### src/rtl/mult_rr_sched_if.sv
// Operand-request / product bus for mult_rr_sched: two requester channels plus the shared result.
// master = requesters/control side, slave = the multiplier.
interface mult_rr_sched_if #(
   parameter int N = 4
);
   logic           req0;
   logic [N-1:0]   a0;
   logic [N-1:0]   b0;
   logic           req1;
   logic [N-1:0]   a1;
   logic [N-1:0]   b1;
   logic           ack0;
   logic           ack1;
   logic           busy;
   logic           done;
   logic           done_id;
   logic [2*N-1:0] saida;

   modport master (
      output req0, a0, b0, req1, a1, b1,
      input  ack0, ack1, busy, done, done_id, saida
   );

   modport slave (
      input  req0, a0, b0, req1, a1, b1,
      output ack0, ack1, busy, done, done_id, saida
   );
endinterface

### src/rtl/mult_rr_sched.sv
// Shift-add N x N multiplier shared by two requesters under round-robin arbitration.
// Optional MULT_EARLY_EXIT_EN: leave RUN as soon as the remaining multiplier bits are all zero.
module mult_rr_sched #(
   parameter int N = 4
) (
   input  logic             clk,
   input  logic             rst,
   mult_rr_sched_if.slave   bus
);
   localparam int CW = $clog2(N + 1);

   typedef enum logic [1:0] {
      IDLE = 2'd0,
      RUN  = 2'd1,
      DONE = 2'd2
   } state_t;

   state_t         state_reg, state_next;
   logic [2*N-1:0] mcand_reg, mcand_next;
   logic [N-1:0]   mplier_reg, mplier_next;
   logic [2*N-1:0] acc_reg, acc_next;
   logic [CW-1:0]  cnt_reg, cnt_next;
   logic           ptr_reg, ptr_next;   // last granted requester
   logic           id_reg, id_next;
   logic           done_id_reg, done_id_next;
   logic [2*N-1:0] saida_reg, saida_next;
   logic           ack0_reg, ack0_next;
   logic           ack1_reg, ack1_next;
   logic           grant1;
   logic           last_iter;

   always_ff @(posedge clk or posedge rst) begin
      if (rst) begin
         state_reg   <= IDLE;
         mcand_reg   <= '0;
         mplier_reg  <= '0;
         acc_reg     <= '0;
         cnt_reg     <= '0;
         ptr_reg     <= 1'b1;
         id_reg      <= 1'b0;
         done_id_reg <= 1'b0;
         saida_reg   <= '0;
         ack0_reg    <= 1'b0;
         ack1_reg    <= 1'b0;
      end else begin
         state_reg   <= state_next;
         mcand_reg   <= mcand_next;
         mplier_reg  <= mplier_next;
         acc_reg     <= acc_next;
         cnt_reg     <= cnt_next;
         ptr_reg     <= ptr_next;
         id_reg      <= id_next;
         done_id_reg <= done_id_next;
         saida_reg   <= saida_next;
         ack0_reg    <= ack0_next;
         ack1_reg    <= ack1_next;
      end
   end

   always_comb begin
      state_next   = state_reg;
      mcand_next   = mcand_reg;
      mplier_next  = mplier_reg;
      acc_next     = acc_reg;
      cnt_next     = cnt_reg;
      ptr_next     = ptr_reg;
      id_next      = id_reg;
      done_id_next = done_id_reg;
      saida_next   = saida_reg;
      ack0_next    = 1'b0;
      ack1_next    = 1'b0;
      grant1       = 1'b0;
      last_iter    = 1'b0;

      case (state_reg)
         IDLE: begin
            if (bus.req0 || bus.req1) begin
               // requester 1 wins when alone, or when both ask and 0 was served last
               grant1      = bus.req1 && (!bus.req0 || !ptr_reg);
               mcand_next  = grant1 ? {{N{1'b0}}, bus.a1} : {{N{1'b0}}, bus.a0};
               mplier_next = grant1 ? bus.b1 : bus.b0;
               acc_next    = '0;
               cnt_next    = CW'(N);
               ptr_next    = grant1;
               id_next     = grant1;
               ack0_next   = !grant1;
               ack1_next   = grant1;
               state_next  = RUN;
            end
         end
         RUN: begin
            acc_next    = mplier_reg[0] ? acc_reg + mcand_reg : acc_reg;
            mcand_next  = mcand_reg << 1;
            mplier_next = mplier_reg >> 1;
            cnt_next    = cnt_reg - CW'(1);
`ifdef MULT_EARLY_EXIT_EN
            last_iter   = (cnt_reg == CW'(1)) || (mplier_next == '0);
`else
            last_iter   = (cnt_reg == CW'(1));
`endif
            if (last_iter) begin
               // product and owner are presented together for the whole DONE cycle
               saida_next   = acc_next;
               done_id_next = id_reg;
               state_next   = DONE;
            end
         end
         DONE: begin
            state_next = IDLE;
         end
         default: begin
            state_next = IDLE;
         end
      endcase
   end

   assign bus.ack0    = ack0_reg;
   assign bus.ack1    = ack1_reg;
   assign bus.busy    = (state_reg != IDLE);
   assign bus.done    = (state_reg == DONE);
   assign bus.done_id = done_id_reg;
   assign bus.saida   = saida_reg;
endmodule
### src/flat_wrapper.sv
// flat-port wrapper written by rule: the top's interface ports become plain ports
module mult_rr_sched_flat 
#(
   parameter int N = 4
)
  (clk, rst, bus_req0, bus_a0, bus_b0, bus_req1, bus_a1, bus_b1, bus_ack0, bus_ack1, bus_busy, bus_done, bus_done_id, bus_saida);
  mult_rr_sched_if #(.N(N)) bus_i ();
  input  logic clk;
  input  logic rst;
  input wire logic [$bits(bus_i.req0)-1:0] bus_req0;
  input wire logic [$bits(bus_i.a0)-1:0] bus_a0;
  input wire logic [$bits(bus_i.b0)-1:0] bus_b0;
  input wire logic [$bits(bus_i.req1)-1:0] bus_req1;
  input wire logic [$bits(bus_i.a1)-1:0] bus_a1;
  input wire logic [$bits(bus_i.b1)-1:0] bus_b1;
  output wire logic [$bits(bus_i.ack0)-1:0] bus_ack0;
  output wire logic [$bits(bus_i.ack1)-1:0] bus_ack1;
  output wire logic [$bits(bus_i.busy)-1:0] bus_busy;
  output wire logic [$bits(bus_i.done)-1:0] bus_done;
  output wire logic [$bits(bus_i.done_id)-1:0] bus_done_id;
  output wire logic [$bits(bus_i.saida)-1:0] bus_saida;
  assign bus_i.req0 = bus_req0;
  assign bus_i.a0 = bus_a0;
  assign bus_i.b0 = bus_b0;
  assign bus_i.req1 = bus_req1;
  assign bus_i.a1 = bus_a1;
  assign bus_i.b1 = bus_b1;
  assign bus_ack0 = bus_i.ack0;
  assign bus_ack1 = bus_i.ack1;
  assign bus_busy = bus_i.busy;
  assign bus_done = bus_i.done;
  assign bus_done_id = bus_i.done_id;
  assign bus_saida = bus_i.saida;
  mult_rr_sched #(.N(N)) u_core (.clk(clk), .rst(rst), .bus(bus_i));
endmodule
### config.mk
export PLATFORM = sky130hd
export DESIGN_NAME = mult_rr_sched_flat
export DESIGN_NICKNAME = d
export VERILOG_FILES = /design/src/rtl/mult_rr_sched_if.sv /design/src/rtl/mult_rr_sched.sv /design/src/flat_wrapper.sv
export SDC_FILE = /design/constraint.sdc
export NUM_CORES = 1
export LEC_CHECK = 0
export CAP_MARGIN = 20
export CORE_AREA = 10 10 90 68
export CTS_CLUSTER_DIAMETER = 40
export DETAILED_ROUTE_END_ITERATION = 8
export DIE_AREA = 0 0 100 78
export PLACE_DENSITY_LB_ADDON = 0.05
export RECOVER_POWER = 100
export SYNTH_ARGS = -nofsm -noshare
export SYNTH_HDL_FRONTEND = slang
export SYNTH_SLANG_ARGS = --single-unit
### constraint.sdc
create_clock -name clk -period 5.5 [get_ports clk]
set_clock_uncertainty 0.2 [all_clocks]
set_input_delay 1.1 -clock clk [delete_from_list [all_inputs] [get_ports clk]]
set_output_delay 1.1 -clock clk [all_outputs]
set_load 0.005 [all_outputs]
==> metrics <==
clock buffer depth=2; H-tree depth=2; Worst Hold Endpoint=u_core.bus.done_id; Synth Instances=196; DR pass1 iterations=4; GRT met1 Usage=0.1654; placed insts=279; syn nets=226; drt total wl=4578 um; final period utilization=0.6102; Leak=1.098 nW; startpoint types=input pin; Hold WS=0.2720 ns; Vias=1532; Multi-input gate area=878.3 um^2; crit path kind=in2async; worst slew pin tran=2.051 ns; slowest stage delay, CP=1.46 ns; Core Area=4546 um^2; Commonest cells post-synth=dfrtp_1, nand2_1, o21ai_0, inv_1; Synth area leader=dfrtp_1; Filler Cells Inserted=445; post-synth cell types=43; Worst R2R Setup Slack=2.70 ns; Most used DFF post-synth=dfrtp_1; Ys Warns=0; status=complete, but fails checks; post-CTS setup buffers=0; RSZ-0062 raised after global routing=false; Std-Cell Rows=21; pin count of the biggest net entering global routing=39; met3 Resource Use GR=0.04159; FFs w/ async S/R, synth=1.000; Critical-path top delay cell=clkbuf_1; # DRC=0; first-pass GRT wire length=7548 um; post-DP HPWL=3216 um; Hold Fails Final Rpt=0; Hold Startpoint=u_core.bus.done_id; share of post-route cells with drive strength above 1=0.03913; reg2reg path depth=7; wire per inst=15.95 um; CTS Buf Count=5; Worst Hold Class=reg2reg; Area growth, synth to finish=22.85%; later-pin clock latency in the skew report=0.29 ns; Final min period=3.356 ns; Max Slew Vio Count=39; setup TNS=0 ns; total track usage=0.1205; Initial Utilization=0.4228; # nets final=259; Mapped Area=1922 um^2; routed vias/inst=5.338; hold buffer count at CTS=0; failing checks=max-capacitance violations, max-slew violations; Rel. slew slack=-0.3672; Die Height=78 um; Final Instance Count excl. Fillers=287; I/O Buffers=32; WP data arrival=3.16 ns; Critical Path End Type=asynchronous set/reset pin; die area=7800 um^2; Avg Synthesized Cell Area=9.805 um^2; Post-synth EDFFs=0; Final setup viols=0; CP Max Fanout=38; Resized cells post-CTS=0; critical path required time=5.30 ns; top-area cell type share of the netlist area=0.4818; met2 Track Usage GR=0.1690; Synth Register Bits=38; Worst-path clk slew=0.07 ns; ranking of synthesized cells by area=dfrtp_1, ha_1, nand2_1; antenna violations before repair=0; clock sinks=38; initial detailed-routing violation count=88; peak supply drop=282.7 uV; worst hold path depth=2; fmax=0.2980 GHz; # IOs=33; Die W=100 um; number of global-route vias before repair=1487; Root Buffer Master=clkbuf_8; Seq/Total Area, Yosys=0.4954; most frequent cell after synthesis=dfrtp_1; CP cell instances=dlygate4sd3_1 -> inv_1 -> clkbuf_1; maxcap violations=1; diode count=0; end of the worst register-to-register path=u_core.bus.saida[6]; global placer's final weighted congestion=0.8676; Antenna Nets Post-Route=0; total gr overflow=0; FF/Latch Area=952.2 um^2; GR peak layer=met2; TritonCTS clock tree=done; Power Density=491.1 nW/um^2; R2R Path Start=u_core.state_reg[0]
[critical path: cells and delay by family]
| family | cells | cell delay [ns] |
|---|---|---|
| buffers and inverters | 3 | 2.04 |
[cell usage in the layout, fill, tap and decap left out, types with 3 or more instances in the layout]
master,n
nand2_1,29
nor2b_1,3
clkdlybuf4s50_1,17
o21ai_0,17
nor2_1,9
dfrtp_1,37
a22oi_1,11
xor2_1,4
a21oi_1,12
mux2i_1,3
nand3_1,3
ha_1,9
clkbuf_1,3
o21a_1,3
dlygate4sd3_1,15
clkbuf_8,5
a32o_1,3
inv_1,13
a22o_1,4
[kinds of logic after synthesis]
group | Yosys count | share of synthesized area
simple gates | 56 | 0.1335
flops | 38 | 0.4954
mux | 4 | 0.02148
xor+xnor | 5 | 0.02279
compound gates | 62 | 0.2135
buf+inv | 21 | 0.04428
fa+ha+maj | 10 | 0.06901
[how the worst max path moves through the flow]
stage	slack, ns	start	endpoint
final	2.14	rst	u_core.acc_reg[1]
after CTS	2.64	u_core.state_reg[1]	bus_busy
after global placement	2.58	bus_req1	u_core.mcand_reg[0]
after global routing	1.65	rst	u_core.acc_reg[3]
after detailed placement	2.53	bus_req1	u_core.mcand_reg[0]
after floorplan	3.32	bus_req1	u_core.mcand_reg[0]
[cell type report]
cell class	count	share of cell area
Clock buffer	6	0.03074
Clock inverter	2	0.004240
Inverter	13	0.02067
Multi-Input combinational cell	137	0.3720
Sequential cell	38	0.4033
Tap cell	57	0.03021
Timing Repair Buffer	34	0.1388
[per-layer routing]
metal,up-vias,part of all wire
li1,762,-
met1,731,0.50
met2,33,0.42
met3,6,0.061
met4,0,0.013
met5,-,0
[report_power, final]
| group | internal, mW | switching (mW) | total, mW |
|---|---|---|---|
| clock | 0.0880 | 0.102 | 0.190 |
| sequential | 0.393 | 0.0970 | 0.490 |
| combinational | 0.218 | 0.261 | 0.480 |
| total | 0.699 | 0.460 | 1.16 |
[per-stage QoR]
step | power (mW) | cell area [um^2] | worst slack [ns] | utilization
6_report | 1.159 | 2361 | 2.144 | 0.5194
3_3_place_gp | 0.9864 | 2292 | 2.584 | 0.5043
2_1_floorplan | 0.8130 | 1922 | 3.321 | -
5_1_grt | 1.263 | 2361 | 1.652 | 0.5194
3_5_place_dp | 0.9961 | 2292 | 2.532 | 0.5043
4_1_cts | 1.190 | 2375 | 2.643 | 0.5224
(Power assumes the default switching activity.)
